`src/rtl/game_flow_fsm.sv`:
```
`default_nettype none
// ============================================================================
// Module   : game_flow_fsm
// Purpose  : Screen-flow controller (START/SERVE/GAME/PAUSE/OVER) with tick
//            prescaler, score keeping and a one-cycle game-logic clear pulse.
//            Define GAME_FLOW_SERVE_DELAY_EN to include the SERVE delay state.
// Revision : 1.0 - initial release
// ============================================================================
module game_flow_fsm #(
  parameter int TICK_DIV  = 4,
  parameter int SCORE_W   = 4,
  parameter int WIN_SCORE = 7,
  parameter int SEL_W     = 2,
  parameter int SERVE_CYC = 8
) (
  input  logic               clock,
  input  logic               reset,
  input  logic               enter,
  input  logic [SEL_W-1:0]   menu_sel,
  input  logic               point_a,
  input  logic               point_b,
  output logic               tick_game,
  output logic               tick_menu,
  output logic               enable_start,
  output logic               enable_game,
  output logic               enable_pause,
  output logic               enable_over,
  output logic               enable_serve,
  output logic               game_reset_n,
  output logic [SCORE_W-1:0] score_a,
  output logic [SCORE_W-1:0] score_b,
  output logic               winner
);

  localparam int                 c_PW        = (TICK_DIV > 1) ? $clog2(TICK_DIV) : 1;
  localparam logic [c_PW-1:0]    c_TICK_LAST = c_PW'(TICK_DIV - 1);
  localparam logic [SCORE_W-1:0] c_WIN       = SCORE_W'(WIN_SCORE);

  typedef enum logic [2:0] {
    ST_START = 3'd0,
    ST_SERVE = 3'd1,
    ST_GAME  = 3'd2,
    ST_PAUSE = 3'd3,
    ST_OVER  = 3'd4
  } state_t;

`ifdef GAME_FLOW_SERVE_DELAY_EN
  localparam int              c_SW         = $clog2(SERVE_CYC + 1);
  localparam logic [c_SW-1:0] c_SERVE_LAST = c_SW'(SERVE_CYC - 1);
  // Every new rally begins with the serve delay.
  localparam state_t          c_ENTRY      = ST_SERVE;
`else
  localparam state_t          c_ENTRY      = ST_GAME;
`endif

  // Parameter sanity hook: an illegal configuration leaves a visible empty scope.
  if (TICK_DIV < 1 || WIN_SCORE < 1 || SERVE_CYC < 1) begin : g_bad_params
  end

  state_t             r_state;
  state_t             w_state_nxt;
  logic               r_enter_q;
  logic [c_PW-1:0]    r_presc;
  logic [c_PW-1:0]    w_presc_nxt;
  logic               w_strobe_nxt;
  logic               w_enter_rise;
  logic [SCORE_W-1:0] r_score_a;
  logic [SCORE_W-1:0] r_score_b;
  logic [SCORE_W-1:0] w_score_a_nxt;
  logic [SCORE_W-1:0] w_score_b_nxt;
  logic [SCORE_W-1:0] w_inc_a;
  logic [SCORE_W-1:0] w_inc_b;
  logic               r_winner;
  logic               w_winner_nxt;
  logic               w_clear;
  logic               w_nxt_play;
  logic               w_nxt_menu;
  logic               r_game_reset_n;
  logic               r_tick_game;
  logic               r_tick_menu;
  logic               r_en_start;
  logic               r_en_game;
  logic               r_en_pause;
  logic               r_en_over;
`ifdef GAME_FLOW_SERVE_DELAY_EN
  logic [c_SW-1:0]    r_serve_cnt;
  logic [c_SW-1:0]    w_serve_cnt_nxt;
  logic               r_from_serve;
  logic               w_from_serve_nxt;
  logic               r_en_serve;
`endif

  always_comb begin
    w_enter_rise = enter & ~r_enter_q;
    w_presc_nxt  = (r_presc == c_TICK_LAST) ? '0 : r_presc + c_PW'(1);
    w_strobe_nxt = (w_presc_nxt == c_TICK_LAST);
    w_inc_a      = (r_score_a == c_WIN) ? r_score_a : r_score_a + SCORE_W'(1);
    w_inc_b      = (r_score_b == c_WIN) ? r_score_b : r_score_b + SCORE_W'(1);
  end

  always_comb begin
    w_state_nxt   = r_state;
    w_score_a_nxt = r_score_a;
    w_score_b_nxt = r_score_b;
    w_winner_nxt  = r_winner;
    w_clear       = 1'b0;
`ifdef GAME_FLOW_SERVE_DELAY_EN
    w_serve_cnt_nxt  = r_serve_cnt;
    w_from_serve_nxt = r_from_serve;
`endif

    case (r_state)
      ST_START: begin
        if (w_enter_rise) begin
          w_state_nxt = c_ENTRY;
          w_clear     = 1'b1;
        end
      end

`ifdef GAME_FLOW_SERVE_DELAY_EN
      ST_SERVE: begin
        // Completing the delay wins over a coincident pause request.
        if (r_tick_game && (r_serve_cnt == c_SERVE_LAST)) begin
          w_state_nxt     = ST_GAME;
          w_serve_cnt_nxt = '0;
        end else begin
          if (r_tick_game) begin
            w_serve_cnt_nxt = r_serve_cnt + c_SW'(1);
          end
          if (w_enter_rise) begin
            w_state_nxt      = ST_PAUSE;
            w_from_serve_nxt = 1'b1;
          end
        end
      end
`endif

      ST_GAME: begin
        if (point_a ^ point_b) begin
          if (point_a) begin
            w_score_a_nxt = w_inc_a;
            if (w_inc_a == c_WIN) begin
              w_state_nxt  = ST_OVER;
              w_winner_nxt = 1'b0;
            end else begin
              w_state_nxt = c_ENTRY;
            end
          end else begin
            w_score_b_nxt = w_inc_b;
            if (w_inc_b == c_WIN) begin
              w_state_nxt  = ST_OVER;
              w_winner_nxt = 1'b1;
            end else begin
              w_state_nxt = c_ENTRY;
            end
          end
`ifdef GAME_FLOW_SERVE_DELAY_EN
          w_serve_cnt_nxt = '0;
`endif
        end else if (w_enter_rise && !(point_a && point_b)) begin
          w_state_nxt = ST_PAUSE;
`ifdef GAME_FLOW_SERVE_DELAY_EN
          w_from_serve_nxt = 1'b0;
`endif
        end
      end

      ST_PAUSE: begin
        if (w_enter_rise) begin
          if (menu_sel == '0) begin
`ifdef GAME_FLOW_SERVE_DELAY_EN
            w_state_nxt = r_from_serve ? ST_SERVE : ST_GAME;
`else
            w_state_nxt = ST_GAME;
`endif
          end else if (menu_sel == SEL_W'(1)) begin
            w_state_nxt = ST_START;
            w_clear     = 1'b1;
          end
        end
      end

      ST_OVER: begin
        if (w_enter_rise) begin
          w_state_nxt = ST_START;
        end
      end

      default: begin
        w_state_nxt = ST_START;
      end
    endcase

    // A new match or a restart wipes everything the previous match left behind.
    if (w_clear) begin
      w_score_a_nxt = '0;
      w_score_b_nxt = '0;
      w_winner_nxt  = 1'b0;
`ifdef GAME_FLOW_SERVE_DELAY_EN
      w_serve_cnt_nxt = '0;
`endif
    end

    w_nxt_play = (w_state_nxt == ST_GAME) || (w_state_nxt == ST_SERVE);
    w_nxt_menu = (w_state_nxt == ST_START) || (w_state_nxt == ST_PAUSE) ||
                 (w_state_nxt == ST_OVER);
  end

  always_ff @(posedge clock or negedge reset) begin
    if (!reset) begin
      r_state        <= ST_START;
      r_enter_q      <= 1'b1;
      r_presc        <= '0;
      r_score_a      <= '0;
      r_score_b      <= '0;
      r_winner       <= 1'b0;
      r_game_reset_n <= 1'b0;
      r_tick_game    <= 1'b0;
      r_tick_menu    <= 1'b0;
      r_en_start     <= 1'b1;
      r_en_game      <= 1'b0;
      r_en_pause     <= 1'b0;
      r_en_over      <= 1'b0;
`ifdef GAME_FLOW_SERVE_DELAY_EN
      r_serve_cnt    <= '0;
      r_from_serve   <= 1'b0;
      r_en_serve     <= 1'b0;
`endif
    end else begin
      r_state        <= w_state_nxt;
      r_enter_q      <= enter;
      r_presc        <= w_presc_nxt;
      r_score_a      <= w_score_a_nxt;
      r_score_b      <= w_score_b_nxt;
      r_winner       <= w_winner_nxt;
      r_game_reset_n <= ~w_clear;
      // Outputs are decoded from next state so they line up with r_state.
      r_tick_game    <= w_strobe_nxt & w_nxt_play;
      r_tick_menu    <= w_strobe_nxt & w_nxt_menu;
      r_en_start     <= (w_state_nxt == ST_START);
      r_en_game      <= (w_state_nxt == ST_GAME);
      r_en_pause     <= (w_state_nxt == ST_PAUSE);
      r_en_over      <= (w_state_nxt == ST_OVER);
`ifdef GAME_FLOW_SERVE_DELAY_EN
      r_serve_cnt    <= w_serve_cnt_nxt;
      r_from_serve   <= w_from_serve_nxt;
      r_en_serve     <= (w_state_nxt == ST_SERVE);
`endif
    end
  end

  assign tick_game    = r_tick_game;
  assign tick_menu    = r_tick_menu;
  assign enable_start = r_en_start;
  assign enable_game  = r_en_game;
  assign enable_pause = r_en_pause;
  assign enable_over  = r_en_over;
  assign game_reset_n = r_game_reset_n;
  assign score_a      = r_score_a;
  assign score_b      = r_score_b;
  assign winner       = r_winner;
`ifdef GAME_FLOW_SERVE_DELAY_EN
  assign enable_serve = r_en_serve;
`else
  assign enable_serve = 1'b0;
`endif

endmodule

`default_nettype wire

```
`config.mk`:
```
export PLATFORM = sky130hd
export DESIGN_NAME = game_flow_fsm
export DESIGN_NICKNAME = d
export VERILOG_FILES = /design/src/rtl/game_flow_fsm.sv
export SDC_FILE = /design/constraint.sdc
export NUM_CORES = 1
export LEC_CHECK = 0
export ABC_AREA = 0
export CORE_ASPECT_RATIO = 0.5
export CORE_UTILIZATION = 40
export DETAILED_ROUTE_END_ITERATION = 12
export PLACE_DENSITY_LB_ADDON = 0.25
export SETUP_SLACK_MARGIN = 0.05
export SLEW_MARGIN = 20
export SYNTH_ARGS = -nofsm -noshare
export SYNTH_HDL_FRONTEND = slang
export SYNTH_SLANG_ARGS = --single-unit
```
`constraint.sdc`:
```
create_clock -name clock -period 1.9 [get_ports clock]
set_clock_uncertainty 0.1 [all_clocks]
set_input_delay 0.38 -clock clock [delete_from_list [all_inputs] [get_ports clock]]
set_output_delay 0.38 -clock clock [all_outputs]
set_load 0.02 [all_outputs]
```
# Word-level counts from Yosys, hierarchy flattened
# Index checks and enable logic that the tools add are counted.
[totals]
word_cells = 87
inputBits = 7
ff_bits = 22
out_inout_bits = 17
[classes]
n_eq_ne = 16
n_mux = 33
bitwise_logic = 6
addsub = 3
n_reduce_logical = 16
[op_table]
columns = ["operator", "n"]
rows = [
  ["4-bit 2-to-1 mux", 10],
  ["3-bit 2-to-1 mux", 10],
  ["4-bit by 3-bit == test with 1-bit output (second input constant)", 4],
  ["3-bit by 2-bit == test with 1-bit output (second input constant)", 4],
  ["3-bit one-hot mux with 4 select lines", 1],
  ["1-bit 2-to-1 mux", 10],
  ["4-bit by 1-bit adder with 4-bit output (second input constant)", 2],
  ["3-bit == test (second input constant)", 2],
  ["3-bit logical NOT", 2],
  ["3-bit AND reduction", 2],
  ["2-bit nonzero test", 3],
  ["2-bit == test (second input constant)", 2],
  ["4-bit AND reduction", 1],
  ["1-bit AND", 3],
  ["3-bit by 1-bit == test with 1-bit output (second input constant)", 1],
  ["1-bit logical OR", 3],
  ["3-bit by 1-bit != test with 1-bit output (second input constant)", 1],
  ["3-bit nonzero test", 1],
  ["2-bit by 1-bit adder with 2-bit output (second input constant)", 1],
  ["2-bit by 1-bit == test with 1-bit output (second input constant)", 1],
  ["1-bit logical AND", 2],
  ["2-bit logical NOT", 1],
  ["2-bit 2-to-1 mux", 1],
  ["2-bit by 1-bit != test with 1-bit output (second input constant)", 1],
  ["4 further kinds", 5],
]

# Logic depth before layout (Yosys ltp)
[depth]
depth_word = 11
depth_mapped = 6
ltp_nobuf = 5

# Worst setup path after synthesis
# No wires, ideal clock.
[synth_timing]
path_type = "register -> register"
startpoint = "reg r_score_b[0], in the netlist score_b[0]"
endpoint = "reg r_tick_menu, in the netlist tick_menu"
slack_ns = 0.049
period_less_slack_ns = 1.851
path_stages_with_launch = 6
t_arrival_ns = 1.686
t_required_ns = 1.735
cell_sequence = "dfrtp_1 ha_1 nand4bb_1 a311oi_1 nand4b_1 o211a_1"
[synth_between]
elab_chain_cells = 11
[synth_rtl]
columns = ["item", "line_no", "rtl"]
rows = [
  ["start, declared", "68", "logic [SCORE_W-1:0] r_score_b;"],
  ["start signal, assigned", "234", "r_score_b <= w_score_b_nxt;"],
  ["4-bit by 1-bit adder with 4-bit output / 4-bit by 3-bit == test with 1-bit output (equally long branches)", "98", "w_inc_b = (r_score_b == c_WIN) ? r_score_b : r_score_b + SCORE_W'(1);"],
  ["4-bit 2-to-1 mux (*)", "98", ""],
  ["4-bit by 3-bit == test with 1-bit output (*)", "150", "if (w_inc_b == c_WIN) begin"],
  ["3-bit 2-to-1 mux (*)", "150", ""],
  ["3-bit 2-to-1 mux (*)", "140", "if (point_a) begin"],
  ["3-bit 2-to-1 mux (*)", "139", "if (point_a ^ point_b) begin"],
  ["3-bit one-hot mux with 4 select lines (*)", "112", "case (r_state)"],
  ["3-bit by 2-bit == test with 1-bit output / 3-bit logical NOT (equally long branches)", "205", "w_nxt_menu = (w_state_nxt == ST_START) || (w_state_nxt == ST_PAUSE) ||"],
  ["1-bit logical OR", "205", ""],
  ["1-bit logical OR (*)", "205", ""],
  ["1-bit AND (*)", "239", "r_tick_menu <= w_strobe_nxt & w_nxt_menu;"],
  ["end signal, assigned", "239", ""],
  ["end, declared", "80", "logic r_tick_menu;"],
]
# Mark *: on every way between the ends. The rest lies on a longest branch, timed or not.
# A chain may end at the register's enable or synchronous reset.

# Final worst setup path
[layout_timing]
startpoint = "in point_a"
endpoint = "reg r_tick_menu, in the netlist tick_menu"
[layout_between]
elab_chain_cells = 10
[layout_rtl]
columns = ["item", "line_no", "rtl"]
rows = [
  ["start, declared", "20", "input logic point_a,"],
  ["1-bit logical AND", "160", "end else if (w_enter_rise && !(point_a && point_b)) begin"],
  ["1-bit logical NOT", "160", ""],
  ["1-bit logical AND", "160", ""],
  ["3-bit 2-to-1 mux", "160", ""],
  ["3-bit 2-to-1 mux (*)", "139", ""],
  ["3-bit one-hot mux with 4 select lines (*)", "112", ""],
  ["named net w_state_nxt[0]", "61", "state_t w_state_nxt;"],
  ["3-bit by 2-bit == test with 1-bit output / 3-bit logical NOT (equally long branches)", "205", ""],
  ["1-bit logical OR", "205", ""],
  ["1-bit logical OR (*)", "205", ""],
  ["1-bit AND (*)", "239", ""],
]
# The timed path passes the listed nets; every way through them passes the cells marked *.

==> metrics.txt <==
Post-Synth Simple-Gate Area=between 20% and 30%; worst r2r dst=tick_menu; Synth Cell Area=roughly 1200 µm²; crit path capture type=register; post-synthesis async set-or-reset flop share=between 90% and 100%; die width=79.7 µm; CP Depth=6; maximum number of pins on one net before global-route repair=23; count of different cell masters after synthesis=44; grt ovf=0; Avg Cell Area, Syn=10.8 µm²; drt drc=0; crit path max fanout=4; register bit count reported by yosys=22; Leak Pwr=just over 0.8 nW; Syn Inst Count=112; cts-stage hold buffer count=0; RSZ-0062 raised after global routing=true; CP peak stage delay=0.53 ns; Mapped Nets=124; root buf cell=clkbuf_8; HPWL Detailed=1820 µm; Final Net Count=155; Clk pin slew, worst setup/hold paths=about 0.08 ns; mux cell area share after synthesis=under 10%; I/O pins=24; Sink Count=22; first-pass GRT wire length=between 4000 and 5000 µm; Core Rows=13; CP top delay family=simple AND/OR/NAND/NOR gates; H-tree levels=1; commonest register cell after synthesis=dfrtp_1; CP Capture Point=tick_menu; fin. max-slew vios=0; Core Region=approximately 2700 µm²; Startpoint Class=primary input; synth-to-layout area growth=35.3%; Vias=between 900 and 1000; worst path arrival time=~2.0 ns; RD Place Congestion=between 0.7 and 0.8; Ys Warns=0; Skew-Pair Late Insertion Delay=0.26 ns; r2r worst-path depth=5; P per Cell Area=between 1000 and 1500 nW/µm²; post-CTS setup buffer count=0; Die ar.=around 3300 µm²; Post-Synth Adder-Cell Area=under 10%; run status=completed; Max-Cap Viols=0; Critical path buffers and inverters=1; Compound-Gate Fraction of Synth Area=11.6%; Final ANT Viol Nets=0; CP Cell Sequence=dlygate4sd2_1, ha_4, or4b_4, o22ai_2, or2b_4, o211a_1; RR Startpoint=score_b[1]; final worst-path cycle share=97.2%; Num CTS Buffers=3; share of layout cells above drive strength 1=between 20% and 30%; internal reg-to-reg setup slack=0.09 ns; critical path class=in -> reg; Power, Total=between 1.5 and 2 mW; router iterations before antenna repair=4; Slowest-stage cell, CP=or4b_4; Diodes inserted=0; chip height=40.8 µm; top cell type's share of synthesized area=41.5%; wire per inst=13.8 µm; final WL=approximately 2500 µm; starting density of the core=between 40% and 50%; CP startpoint=point_a; Post-Synth XOR/XNOR Area=roughly 1.5%; DRT iter0 DRCs=33; hold violation total from the final report=0; Max Clock Freq=between 500 and 600 MHz; Area contributors post-synth=dfrtp_1 41%, ha_1 5.2%, dfstp_2 4.4%; worst path required time=roughly 2.0 ns; input/output buffers=22; largest area contributor in the netlist=dfrtp_1; worst hold margin=between 0.3 and 0.4 ns; Global Route Usage Sum=17.3%; VDD IR max=~0.50 mV; Max Root-Sink Buffers=2; Via density=roughly 5.2; initial antenna violation count=0; min cycle time layout=between 1.5 and 2 ns; Hold Crit Class=in -> async; vias in the first global route=about 900; sequential area share after synthesis=between 40 and 50%; CTS tree=done; Post-synth EDFFs=0; final setup fails=0; largest family of logic cells by synthesized area=simple AND/OR/NAND/NOR gates
[how the worst min path moves through the flow]
stage,cells past startpoint,start,end
CTS,2,reset,score_b[0]
floorplan,0,reset,enable_game
finish,2,reset,score_b[0]
detailed placement,1,r_presc[0],r_presc[0]
global placement,1,r_presc[0],r_presc[0]
global route,2,reset,score_b[2]
[power by group]
group / internal [mW] / switching (mW) / total [mW]
sequential: 0.581 / 0.102 / 0.683
combinational: 0.416 / 0.428 / 0.844
clock: 0.185 / 0.148 / 0.332
[metal layers]
metal	routed length (µm)	GRT usage [%]	vias to the layer above
li1	-	-	466
met1	1190	21.9	456
met2	1220	31.0	14
met3	66	4.22	0
met4	0	4.55	0
met5	0	0	-
[repair_timing]
action                                  CTS  global route
endpoints found under the setup margin   10            13
resized for setup                         7             9
pin swaps                                 2             5
[cells in the mapped netlist, types with 3 or more instances]
library cell  number
dfrtp_1           20
nor2_1            13
inv_1              6
ha_1               5
mux2i_1            5
nand2_1            5
buf_2              4
nand3_1            4
nand4bb_1          4
nand3b_1           3
[registers in the layout (all words and copies together), names as in the netlist]
signal and cells:
enable_over 1, tick_menu 1, r_presc 2, winner 1, r_enter_q 1, score_a 4
game_reset_n 1, enable_game 1, tick_game 1, score_b 4, r_state 3, enable_start 1
enable_pause 1
[worst register-to-register path, delay by kind of cell, from the launching register on]
kind                     cells  cell delay [ns]
AO/OA/AOI/OAI                2             0.53
flip-flops                   1             0.39
adder cells (fa/ha/maj)      1             0.35
AND/OR/NAND/NOR              2             0.37
[final cells by class]
class,instances,area [µm²]
repair buffers,32,320
flip-flops and latches,22,553
multi-input cells,78,634
inverters,6,22.5
clock buffers,4,55.1
fillers,224,1100
well taps,37,46.3
[kinds of logic after synthesis]
group | count (synthesis)
and+or+nand+nor | 49
DFF | 22
AOI/OAI and AO/OA | 16
buffers and inverters | 12
adders and majority gates | 5
muxes | 5
xor gates and xnor gates | 2
other | 1
[layout by cell type, fill, tap and decap left out, drive strengths merged, types with 2 or more instances in the layout]
cell type      count
dfrtp             20
nor2              13
clkdlybuf4s50     11
buf               10
dlymetal6s2s       7
inv                6
nand2              5
mux2i              5
ha                 5
nand4bb            4
nand3              4
clkbuf             4
dlygate4sd2        4
nand3b             3
nor3b              3
a311oi             3
nand4              2
nor2b              2
nand4b             2
a21bo              2
a21oi              2
nor3               2
dfstp              2
or4b               2
o22ai              2
[metrics by stage]
stage / instances / area, µm² / util (%) / setup TNS (ns) / setup WS, ns
CTS: 179 / 1610 / 58.8 / 0 / 0.0359
floorplan: 112 / 1210 / - / 0 / 0.0787
detailed placement: 175 / 1540 / 56.2 / -4.02 / -0.425
global route: 179 / 1630 / 59.7 / 0 / 0.00258
finish: 179 / 1630 / 59.7 / 0 / 0.0533
global placement: 175 / 1540 / 56.2 / -3.29 / -0.360
(Power assumes the default switching activity.)
